==> src/rtl/alu_add_sequencer.sv <==
// -----------------------------------------------------------------------------
// alu_add_sequencer
//   Multi-cycle add/subtract controller for wide operands. A single 3-bit
//   adder slice is reused once per clock, least-significant digit first, with
//   the slice carry-out registered and fed back as the next carry-in.
//
// Ports
//   clk    in   1  system clock, rising edge
//   rst_n  in   1  asynchronous active-low reset
//   start  in   1  request a new operation (sampled in IDLE only)
//   sub    in   1  0 = a+b, 1 = a-b (sampled with start)
//   a      in   W  operand A (sampled with start)
//   b      in   W  operand B (sampled with start)
//   busy   out  1  operation in progress
//   done   out  1  one-cycle pulse when sum/cout/ovf become valid
//   sum    out  W  result modulo 2^W
//   cout   out  1  final carry-out (for sub: 1 = no borrow)
//   ovf    out  1  signed two's-complement overflow
//
//   W = 3*DIGITS, DIGITS legal range 2..16.
// -----------------------------------------------------------------------------

// 3-bit adder slice: r[3] is the carry-out.
module adder (
  input  logic       cin,
  input  logic [2:0] x,
  input  logic [2:0] y,
  output logic [3:0] r
);
  assign r = {1'b0, x} + {1'b0, y} + {3'b000, cin};
endmodule

module alu_add_sequencer #(
  parameter int DIGITS = 4
) (
  input  logic                  clk,
  input  logic                  rst_n,
  input  logic                  start,
  input  logic                  sub,
  input  logic [3*DIGITS-1:0]   a,
  input  logic [3*DIGITS-1:0]   b,
  output logic                  busy,
  output logic                  done,
  output logic [3*DIGITS-1:0]   sum,
  output logic                  cout,
  output logic                  ovf
);

  localparam int W  = 3 * DIGITS;
  localparam int CW = $clog2(DIGITS);

  localparam logic [1:0] IDLE = 2'd0;
  localparam logic [1:0] RUN  = 2'd1;
  localparam logic [1:0] DONE = 2'd2;

  localparam logic [CW-1:0] CNT_LAST = CW'(DIGITS - 1);
  localparam logic [CW-1:0] CNT_ONE  = CW'(1);

  logic [1:0]    r_state;
  logic [W-1:0]  r_a;
  logic [W-1:0]  r_b;
  logic [W-1:0]  r_res;
  logic          r_carry;
  logic [CW-1:0] r_cnt;
  logic          r_a_msb;
  logic          r_b_msb;
  logic          r_busy;
  logic          r_done;
  logic [W-1:0]  r_sum;
  logic          r_cout;
  logic          r_ovf;

  logic [3:0]    w_r;
  logic [W-1:0]  w_b_in;
  logic [W-1:0]  w_res_next;
  logic          w_last;

  // Subtraction is A + ~B + 1: the +1 enters as the initial carry.
  assign w_b_in = sub ? ~b : b;

  // Current digit is shifted into the top; after DIGITS shifts the first
  // digit has reached bit 0, so this value is the full result on the last edge.
  assign w_res_next = {w_r[2:0], r_res[W-1:3]};
  assign w_last     = (r_cnt == CNT_LAST);

  adder u_adder (
    .cin (r_carry),
    .x   (r_a[2:0]),
    .y   (r_b[2:0]),
    .r   (w_r)
  );

  // Control FSM, digit datapath and registered result outputs.
  always_ff @(posedge clk or negedge rst_n) begin
    if (!rst_n) begin
      r_state <= IDLE;
      r_a     <= {W{1'b0}};
      r_b     <= {W{1'b0}};
      r_res   <= {W{1'b0}};
      r_carry <= 1'b0;
      r_cnt   <= {CW{1'b0}};
      r_a_msb <= 1'b0;
      r_b_msb <= 1'b0;
      r_busy  <= 1'b0;
      r_done  <= 1'b0;
      r_sum   <= {W{1'b0}};
      r_cout  <= 1'b0;
      r_ovf   <= 1'b0;
    end else begin
      r_done <= 1'b0;
      case (r_state)
        IDLE: begin
          if (start) begin
            r_a     <= a;
            r_b     <= w_b_in;
            r_carry <= sub;
            r_cnt   <= {CW{1'b0}};
            r_res   <= {W{1'b0}};
            r_a_msb <= a[W-1];
            r_b_msb <= w_b_in[W-1];
            r_busy  <= 1'b1;
            r_state <= RUN;
          end else begin
            r_state <= IDLE;
          end
        end
        RUN: begin
          r_carry <= w_r[3];
          r_res   <= w_res_next;
          r_a     <= {3'b000, r_a[W-1:3]};
          r_b     <= {3'b000, r_b[W-1:3]};
          r_cnt   <= r_cnt + CNT_ONE;
          if (w_last) begin
            r_sum   <= w_res_next;
            r_cout  <= w_r[3];
            // Overflow: operands share a sign that the result does not.
            r_ovf   <= (r_a_msb == r_b_msb) && (w_r[2] != r_a_msb);
            r_done  <= 1'b1;
            r_busy  <= 1'b0;
            r_state <= DONE;
          end else begin
            r_state <= RUN;
          end
        end
        DONE: begin
          r_state <= IDLE;
        end
        default: begin
          r_busy  <= 1'b0;
          r_state <= IDLE;
        end
      endcase
    end
  end

  assign busy = r_busy;
  assign done = r_done;
  assign sum  = r_sum;
  assign cout = r_cout;
  assign ovf  = r_ovf;

endmodule

==> config.mk <==
export PLATFORM = sky130hd
export DESIGN_NAME = alu_add_sequencer
export DESIGN_NICKNAME = d
export VERILOG_FILES = /design/src/rtl/alu_add_sequencer.sv
export SDC_FILE = /design/constraint.sdc
export NUM_CORES = 1
export LEC_CHECK = 0
export ABC_CLOCK_PERIOD_IN_PS = 4200
export CAP_MARGIN = 20
export CORE_ASPECT_RATIO = 1.75
export CORE_MARGIN = 2
export CORE_UTILIZATION = 50
export CTS_CLUSTER_SIZE = 10
export DETAILED_ROUTE_END_ITERATION = 8
export PLACE_DENSITY = 0.86
export SETUP_SLACK_MARGIN = 0.05
export SYNTH_ARGS = -nofsm -noshare
export SYNTH_HDL_FRONTEND = slang
export SYNTH_SLANG_ARGS = --single-unit
==> constraint.sdc <==
create_clock -name clk -period 4.2 [get_ports clk]
set_input_delay 1.26 -clock clk [delete_from_list [all_inputs] [get_ports clk]]
set_output_delay 1.26 -clock clk [all_outputs]
set_load 0.05 [all_outputs]
==> results of run 1 <==
power by group through the flow:
stage	logic (mW)	registers [mW]	clock network, mW
after global placement	1.08	0.949	0
final	1.11	0.949	0.315
after detailed placement	1.12	0.963	0
after CTS	1.12	0.952	0.323
after global routing	1.21	0.981	0.343
after floorplan	0.693	1.11	0
sequential cells by signal (all words and copies together) (netlist names):
register,flops
r_res,9
done,1
r_state,1
r_carry,1
ovf,1
r_a,12
r_a_msb,1
r_b_msb,1
sum,12
r_cnt,2
busy,1
r_b,12
cout,1
worst max-delay path, cell delays in order, from the launching register on:
cell             delay [ps]
dfrtp_1                 330
buf_4                   320
clkdlybuf4s50_1         880
cell families after synthesis:
group / count (synthesis) / share of synthesized area, %
mux: 12 / 5.99
simple gates: 39 / 8.82
compound gates: 70 / 18.8
buf+inv: 19 / 5.36
flops: 55 / 53.6
fa+ha+maj: 5 / 3.02
xor+xnor: 13 / 4.43
area by class of cell:
class                      instances  area (um2)
clock inverter                     1        7.51
sequential                        55        1380
tap                               54        67.6
clock buffer                       7        96.3
multi-input combinational        139        1050
timing repair buffer              45         440
inverter                           5        18.8
fill                             414        1920
metal layers:
layer	share of wire [%]	GRT usage [%]	wire, um
met1	38	23.4	1900
met3	4.4	4.33	218
met2	54	31.1	2660
met5	0	0	0
met4	3.8	10.6	188
per-stage QoR:
step | utilization (%) | instance area, um2 | cells
2_1_floorplan | - | 2570 | 213
3_3_place_gp | 59.4 | 2960 | 298
3_5_place_dp | 59.4 | 2960 | 298
4_1_cts | 61.5 | 3060 | 306
5_1_grt | 61.5 | 3060 | 306
6_report | 61.5 | 3060 | 306
synthesized netlist by cell type (all sizes together):
cell type	number	share of area (%)
xnor2	11	3.8
a22o	11	3.8
and2b	2	0.68
dfrtp	55	54
fa	2	1.6
o21ai	17	3.3
nand3b	1	0.78
a21oi	15	2.9
mux2	12	6.0
inv	5	0.73
o21bai	1	0.73
nand3	1	0.19
ha	3	1.5
xor2	2	0.68
buf	14	4.6
nor3b	1	0.73
a32oi	1	0.34
nor2	5	1.0
nand2b	1	0.24
nand2	17	2.5
nor2b	10	2.4
a2bb2oi	1	0.34
a31oi	1	0.24
o22a	9	3.1
a21o	1	0.29
o22ai	1	0.24
a22oi	12	3.5
or3	1	0.24
cell usage in the layout (no fill, tap or decap), drive strengths merged, types with 10 or more instances in the layout:
master,netlist,layout
o21ai,17,17
a22oi,12,12
xnor2,11,11
dfrtp,55,55
nand2,17,17
a21oi,15,15
clkdlybuf4s50,0,42
nor2b,10,10
a22o,11,11
mux2,12,12
worst paths after layout:
path	depth (start not counted)	from	endpoint
worst min-delay path	2	r_a[3]	r_a[3]
min in group asynchronous	1	rst_n	r_res[5]
max in group asynchronous	2	rst_n	r_b[0]
worst max-delay path	2	done	done
worst max register to register	5	r_a[0]	ovf
worst min register to register	2	r_a[3]	r_a[3]
==> run metrics, run 1 <==
Startpoint Class=flop; max frequency=323 MHz; clock skew=between 5 and 6 ps; placement row count=34; #FFs+latches synth=55; Clock Latency Late Sink=310 ps; Final Critical Period=3090 ps; tightest hold margin=489 ps; Hold Buf Count CTS=0; crit path DAT=1830 ps; first-pass GRT wire length=8380 um; max-slew violations=0; Slew @ Worst Pin=approximately 990 ps; postcts setup bufs=0; Pwr Density=777 mW/mm2; largest vdd supply drop=0.637 mV; fin worst setup slack=approximately 1100 ps; worst path required time=about 3000 ps; 1st-iter DRT viols=64; setup TNS=0 ps; Lkg Pwr=1.34 nW; DRT antenna net count=0; Total Power=between 2 and 2.5 mW; largest net degree at the start of global routing=44; routed vias/inst=a little under 6; CTS Buf Count=5; Internal=between 1 and 1.5 mW; post-DP HPWL=3540 um; Die Height=98.8 um; die area=0.00575 mm2; Sw Share=40.9%; clock-pin slew on the worst setup and hold paths=~90 ps; Area growth, synth to finish=19.2%; Syn Std Cell Area=0.00257 mm2; fin nets=~280; Clock Tree Buf Depth=2; gr usage total=19.3%; Switching Power=around 0.97 mW; status=complete, no violations; HP Class=reg2reg; Post-Syn Nets=between 200 and 250; ant diodes=0; Distinct cells, synth=35; RSZ-0062 raised after global routing=no; grt ovf=0; drc violations=0; Initial Util=51.6%; critical path type=reg2out; layout cell share with drive strength beyond 1=a little over a tenth; Buffers on Ports=43; Final Hold Fails=0; final setup fails=0; Post-Synthesis Cells=213; initial antenna violation count=0; Crit. End Element=primary output; synth warn=0; Clk pwr share=a little over an eighth; Max-cap violations=0; Max FO, Critical Path=33; CTS tree=done; flop-to-flop setup slack=around 2100 ps; wire per inst=about 16 um; final wirelength=4960 um; H-Tree Depth=2; gpl congestion=0.799; first drt pass iteration count=4; Die Width=58.2 um; Placement Setup Slack=1300 ps; Max transition margin=34.1%; routed vias=1774; CTS sink count=55; vias in the first global route=1758; Resized cells post-CTS=0; fin crit share=73.6%; root buffer cell=clkbuf_8; Logic pwr share=46.9%; Syn Area/Cell=12.1 um2; Seq pwr share=39.9%; register area share after synthesis=53.6%; IO Count=44; Core ar.=0.00498 mm2
Power figures use the tool's default switching activity.
==> inputs of run 2 (changes only) <==
--- a/config.mk
+++ b/config.mk
@@ -5,7 +5,7 @@
 export SDC_FILE = /design/constraint.sdc
 export NUM_CORES = 1
 export LEC_CHECK = 0
-export ABC_CLOCK_PERIOD_IN_PS = 4200
+export ABC_CLOCK_PERIOD_IN_PS = 3000
 export CAP_MARGIN = 20
 export CORE_ASPECT_RATIO = 1.75
 export CORE_MARGIN = 2
==> constraint.sdc (replaced) <==
create_clock -name clk -period 3 [get_ports clk]
set_input_delay 0.9 -clock clk [delete_from_list [all_inputs] [get_ports clk]]
set_output_delay 0.9 -clock clk [all_outputs]
set_load 0.05 [all_outputs]
==> run metrics, run 2 (synthesis results as in run 1) <==
worst path required time=2100 ps (-840 ps); Final Critical Period=2400 ps; first drt pass iteration count=5 (+1); IO Count=44 (unchanged); fin crit share=between 80% and 90%; Resized cells post-CTS=0 (unchanged); Clock Tree Buf Depth=2 (unchanged); Logic pwr share=45.1% (-1.8 points); drc violations=0 (unchanged); critical path type=reg2out; Max-cap violations=0 (unchanged); Max FO, Critical Path=3 (-91%); crit-path cells=clkdlybuf4s50_1; final wirelength=4990 um (+0.54%); placement row count=34 (unchanged); fin nets=285 (+0.35%); max incr delay on CP=810 ps (-70 ps); HP Class=reg2reg; Clock Latency Late Sink=310 ps (about the same); Internal=2.09 mW (+49%); routed vias=1750 (-1.4%); largest vdd supply drop=0.804 mV (+26%); gr usage total=19.2% (-0.075 points); Initial Util=51.6% (unchanged); max frequency=416 MHz; CTS sink count=55 (unchanged); initial antenna violation count=0 (unchanged); max-slew violations=0 (unchanged); postcts setup bufs=0 (unchanged); ant diodes=0 (unchanged); RSZ-0062 raised after global routing=no; tightest hold margin=489 ps (-0.491 ps); Sw Share=39.6% (-1.3 points); crit path DAT=1500 ps (-330 ps); Startpoint Class=flop; WHS Path Cells=1 (-1); Lkg Pwr=1.36 nW (+1.5%); most common cell after layout, fill and taps aside=dfrtp_1; root buffer cell=clkbuf_8; DRT antenna net count=0 (unchanged); Area after DPL=0.00296 mm2 (+0.17%); 1st-iter DRT viols=62 (-3.1%); dominant delay contributor by cell family on the critical path=buffers and inverters; Worst R2R End=ovf; Critical path origin=busy; setup TNS=0 ps (unchanged); CP bufs+invs=1 (-1); crit path max-delay cell type=clkdlybuf4s50_1; Clk pwr share=16.4% (+3.2 points); die area=0.00575 mm2 (unchanged); most frequent cells in the layout=55 x dfrtp_1, 41 x clkdlybuf4s50_1, 17 x nand2_1, 16 x o21ai_0, 15 x a21oi_1; grt ovf=0 (unchanged); CTS tree=done; r2r startpoint=r_a[0]; Hold Buf Count CTS=0 (unchanged); H-Tree Depth=2 (unchanged); layout cell share with drive strength beyond 1=11.5% (+0.75 points); Die Height=98.8 um (unchanged); Crit. End Element=primary output; Seq pwr share=38.5% (-1.4 points); r2r worst-path depth=5 (unchanged); status=complete, no violations; Core ar.=0.00498 mm2 (unchanged); Pwr Density=1120 mW/mm2 (+44%); routed vias/inst=5.70 (-1.7%); gpl congestion=0.752 (-5.8%); final setup fails=0 (unchanged); worst hold endpoint=r_cnt[0]; clock-pin slew on the worst setup and hold paths=100 ps (about the same); flop-to-flop setup slack=940 ps (-1200 ps); clock skew=7.04 ps (+1.24 ps); Final Hold Fails=0 (unchanged); Worst Hold Launch=r_cnt[0]; Buffers on Ports=43 (unchanged); Area growth, synth to finish=20.7%; CTS Buf Count=5 (unchanged); wire per inst=16.2 um (+0.22%); vias in the first global route=1746 (-0.68%); Switching Power=1.37 mW (+41%); Max transition margin=29.9% (-4.2 points); first-pass GRT wire length=8300 um (-0.99%); Total Power=3.46 mW (+45%); largest net degree at the start of global routing=34 (-23%); Slew @ Worst Pin=1050 ps (+63.3 ps); post-DP HPWL=3540 um (about the same); Die Width=58.2 um (unchanged); final instance area=0.00310 mm2 (+1.2%)
[run 2: cell type report]
class                      instances  area [um2]
clock buffer                       5        68.8
timing repair buffer              46         445
multi-input combinational        139        1050
inverter                           5        18.8
sequential                        55        1380
fill                             400        1880
tap                               54        67.6
clock inverter                     3        67.6
[run 2: per-layer routing]
metal  vias up  track usage, %  share of wire (%)
met5         -               0                  0
met4         0            10.7                3.5
met3        14            4.07                3.4
met2        51            30.8                 54
met1       856            23.6                 39
li1        829               -                  -
[run 2: stage by stage]
stage	util, %	setup WS (ps)	instances
after floorplan	-	1110	213
after global placement	59.5	551	299
after detailed placement	59.5	462	299
after CTS	62.2	564	307
after global routing	62.2	529	307
final	62.2	597	307
[run 2: power groups by stage]
stage / Sequential (mW) / Clock (mW) / Combinational, mW
2_1_floorplan: 1.55 / 0 / 0.971
4_1_cts: 1.33 / 0.586 / 1.57
3_5_place_dp: 1.35 / 0 / 1.57
5_1_grt: 1.38 / 0.615 / 1.70
3_3_place_gp: 1.33 / 0 / 1.51
6_report: 1.33 / 0.568 / 1.56
[run 2: worst max path at each step]
stage / end / cells past startpoint
global placement: r_b[11] / 4
global route: busy / 1
detailed placement: r_b[11] / 4
finish: busy / 1
floorplan: ovf / 5
CTS: busy / 1
==> inputs of run 3 (changes only) <==
--- a/config.mk
+++ b/config.mk
@@ -5,7 +5,7 @@
 export SDC_FILE = /design/constraint.sdc
 export NUM_CORES = 1
 export LEC_CHECK = 0
-export ABC_CLOCK_PERIOD_IN_PS = 3000
+export ABC_CLOCK_PERIOD_IN_PS = 2300
 export CAP_MARGIN = 20
 export CORE_ASPECT_RATIO = 1.75
 export CORE_MARGIN = 2
==> constraint.sdc (replaced) <==
create_clock -name clk -period 2.3 [get_ports clk]
set_input_delay 0.69 -clock clk [delete_from_list [all_inputs] [get_ports clk]]
set_output_delay 0.69 -clock clk [all_outputs]
set_load 0.05 [all_outputs]
==> run metrics, run 3 (synthesis results as in run 1) <==
Final Hold Fails=0 (unchanged); placement row count=34 (unchanged); drc violations=0 (unchanged); routed vias/inst=5.65 (-0.95%); root buffer cell=clkbuf_8; register area=0.00138 mm2 (unchanged); grt ovf=0 (unchanged); 1st-iter DRT viols=53 (-15%); Pwr Density=1430 mW/mm2 (+28%); HP Class=in2async; initial antenna violation count=0 (unchanged); crit-path cells=clkdlybuf4s50_1; largest net degree at the start of global routing=56 (+65%); Buffers on Ports=43 (unchanged); Clock Tree Buf Depth=2 (unchanged); CTS tree=done; Final Critical Period=2190 ps; Die Height=98.8 um (unchanged); FILL cells=386 (-3.5%); largest vdd supply drop=1.11 mV (+38%); Hold Buf Count CTS=0 (unchanged); crit path DAT=1500 ps (about the same); ant diodes=0 (unchanged); post-DP HPWL=3600 um (+1.8%); r2r startpoint=r_a[0]; Initial Util=51.6% (unchanged); critical path type=reg2out; Max FO, Critical Path=2 (-1); setup TNS=0 ps (unchanged); max-slew violations=0 (unchanged); gr usage total=19.3% (+0.16 points); wire per inst=16.1 um (-0.59%); most common cell after layout, fill and taps aside=dfrtp_1; max incr delay on CP=810 ps (about the same); flop-to-flop setup slack=220 ps (-720 ps); Lkg Pwr=1.38 nW (+1.8%); area occupied by multi-input gates=0.00105 mm2 (unchanged); CTS sink count=55 (unchanged); gpl congestion=0.806 (+7.1%); postcts setup bufs=0 (unchanged); CP bufs+invs=1 (unchanged); first drt pass iteration count=4 (-1); dominant delay contributor by cell family on the critical path=buffers and inverters; CTS Buf Count=5 (unchanged); Area growth, synth to finish=22.1%; Clock Latency Late Sink=310 ps (about the same); Core ar.=0.00498 mm2 (unchanged); met1 WL=2010 um (+2.3%); final setup fails=0 (unchanged); clock skew=2.66 ps (-4.38 ps); Startpoint Class=flop; max frequency=about 460 MHz; fin nets=289 (+1.4%); WL met2=2690 um (+0.49%); layout cell share with drive strength beyond 1=12.8% (+1.4 points); Slew @ Worst Pin=811 ps (-241 ps); die area=0.00575 mm2 (unchanged); clock-pin slew on the worst setup and hold paths=90 ps (about the same); fin crit share=95.3%; worst path required time=1610 ps (-490 ps); Worst R2R End=ovf; Die Width=58.2 um (unchanged); Max transition margin=46.0% (+16 points); H-Tree Depth=2 (unchanged); DRT antenna net count=0 (unchanged); RSZ-0062 raised after global routing=no; tightest hold margin=356 ps (-133 ps); status=complete, no violations; met3 wire length=149 um (-13%); Resized cells post-CTS=0 (unchanged); vias in the first global route=1713 (-1.9%); Max-cap violations=0 (unchanged); Max Used Layer=met4; IO Count=44 (unchanged); r2r worst-path depth=5 (unchanged); Crit. End Element=primary output; most frequent cells in the layout=55 x dfrtp_1, 41 x clkdlybuf4s50_1, 17 x nand2_1, 16 x o21ai_0, 15 x a21oi_1; first-pass GRT wire length=8430 um (+1.6%); final wirelength=5020 um (+0.70%); routed vias=1756 (+0.34%); crit path max-delay cell type=clkdlybuf4s50_1
[run 3: cell types whose count changed in the layout (fill, tap and decap cells not counted)]
| cell | delta |
|---|---|
| bufinv_16 | -1 |
| buf_12 | +2 |
| buf_4 | +2 |
| clkinvlp_4 | -1 |
| clkbuf_8 | +1 |
| clkinv_2 | +1 |
[run 3: power breakdown]
part	internal, mW	switching (mW)	leakage (nW)
combinational	0.943	1.16	0.631
clock	0.352	0.305	0.0612
sequential	1.39	0.341	0.688
total	2.68	1.80	1.38
[run 3: stage by stage]
| stage | total power, mW | utilization [%] | setup slack (ps) | instance area [um2] | instances |
|---|---|---|---|---|---|
| after floorplan | 3.29 | - | 406 | 2570 | 213 |
| after global placement | 3.75 | 60.6 | 243 | 3020 | 303 |
| after detailed placement | 3.86 | 60.6 | 172 | 3020 | 303 |
| after CTS | 4.51 | 63.0 | 89.2 | 3130 | 311 |
| after global routing | 4.79 | 63.0 | 61.4 | 3130 | 311 |
| final | 4.49 | 63.0 | 107 | 3130 | 311 |
[run 3: final cells by class]
| class | count | share of cell area [%] |
|---|---|---|
| clock inverters | 2 | 1.12 |
| inverters | 5 | 0.599 |
| clock buffers | 6 | 2.63 |
| well taps | 54 | 2.16 |
| flip-flops and latches | 55 | 43.9 |
| repair buffers | 50 | 16.0 |
| multi-input cells | 139 | 33.6 |
[run 3: how the worst max path moves through the flow]
| stage | startpoint | to | slack (ps) | cells after the start |
|---|---|---|---|---|
| CTS | busy | busy | 90 | 1 |
| global placement | start | r_a_msb | 240 | 3 |
| detailed placement | start | r_b[4] | 170 | 4 |
| finish | ovf | ovf | 110 | 1 |
| global route | busy | busy | 60 | 1 |
| floorplan | r_a[0] | ovf | 410 | 5 |
[run 3: metal layers]
| layer | GRT usage [%] | up-vias |
|---|---|---|
| li1 | - | 844 |
| met1 | 24.4 | 857 |
| met2 | 32.1 | 43 |
| met3 | 2.76 | 12 |
| met4 | 9.12 | 0 |
| met5 | 0 | - |
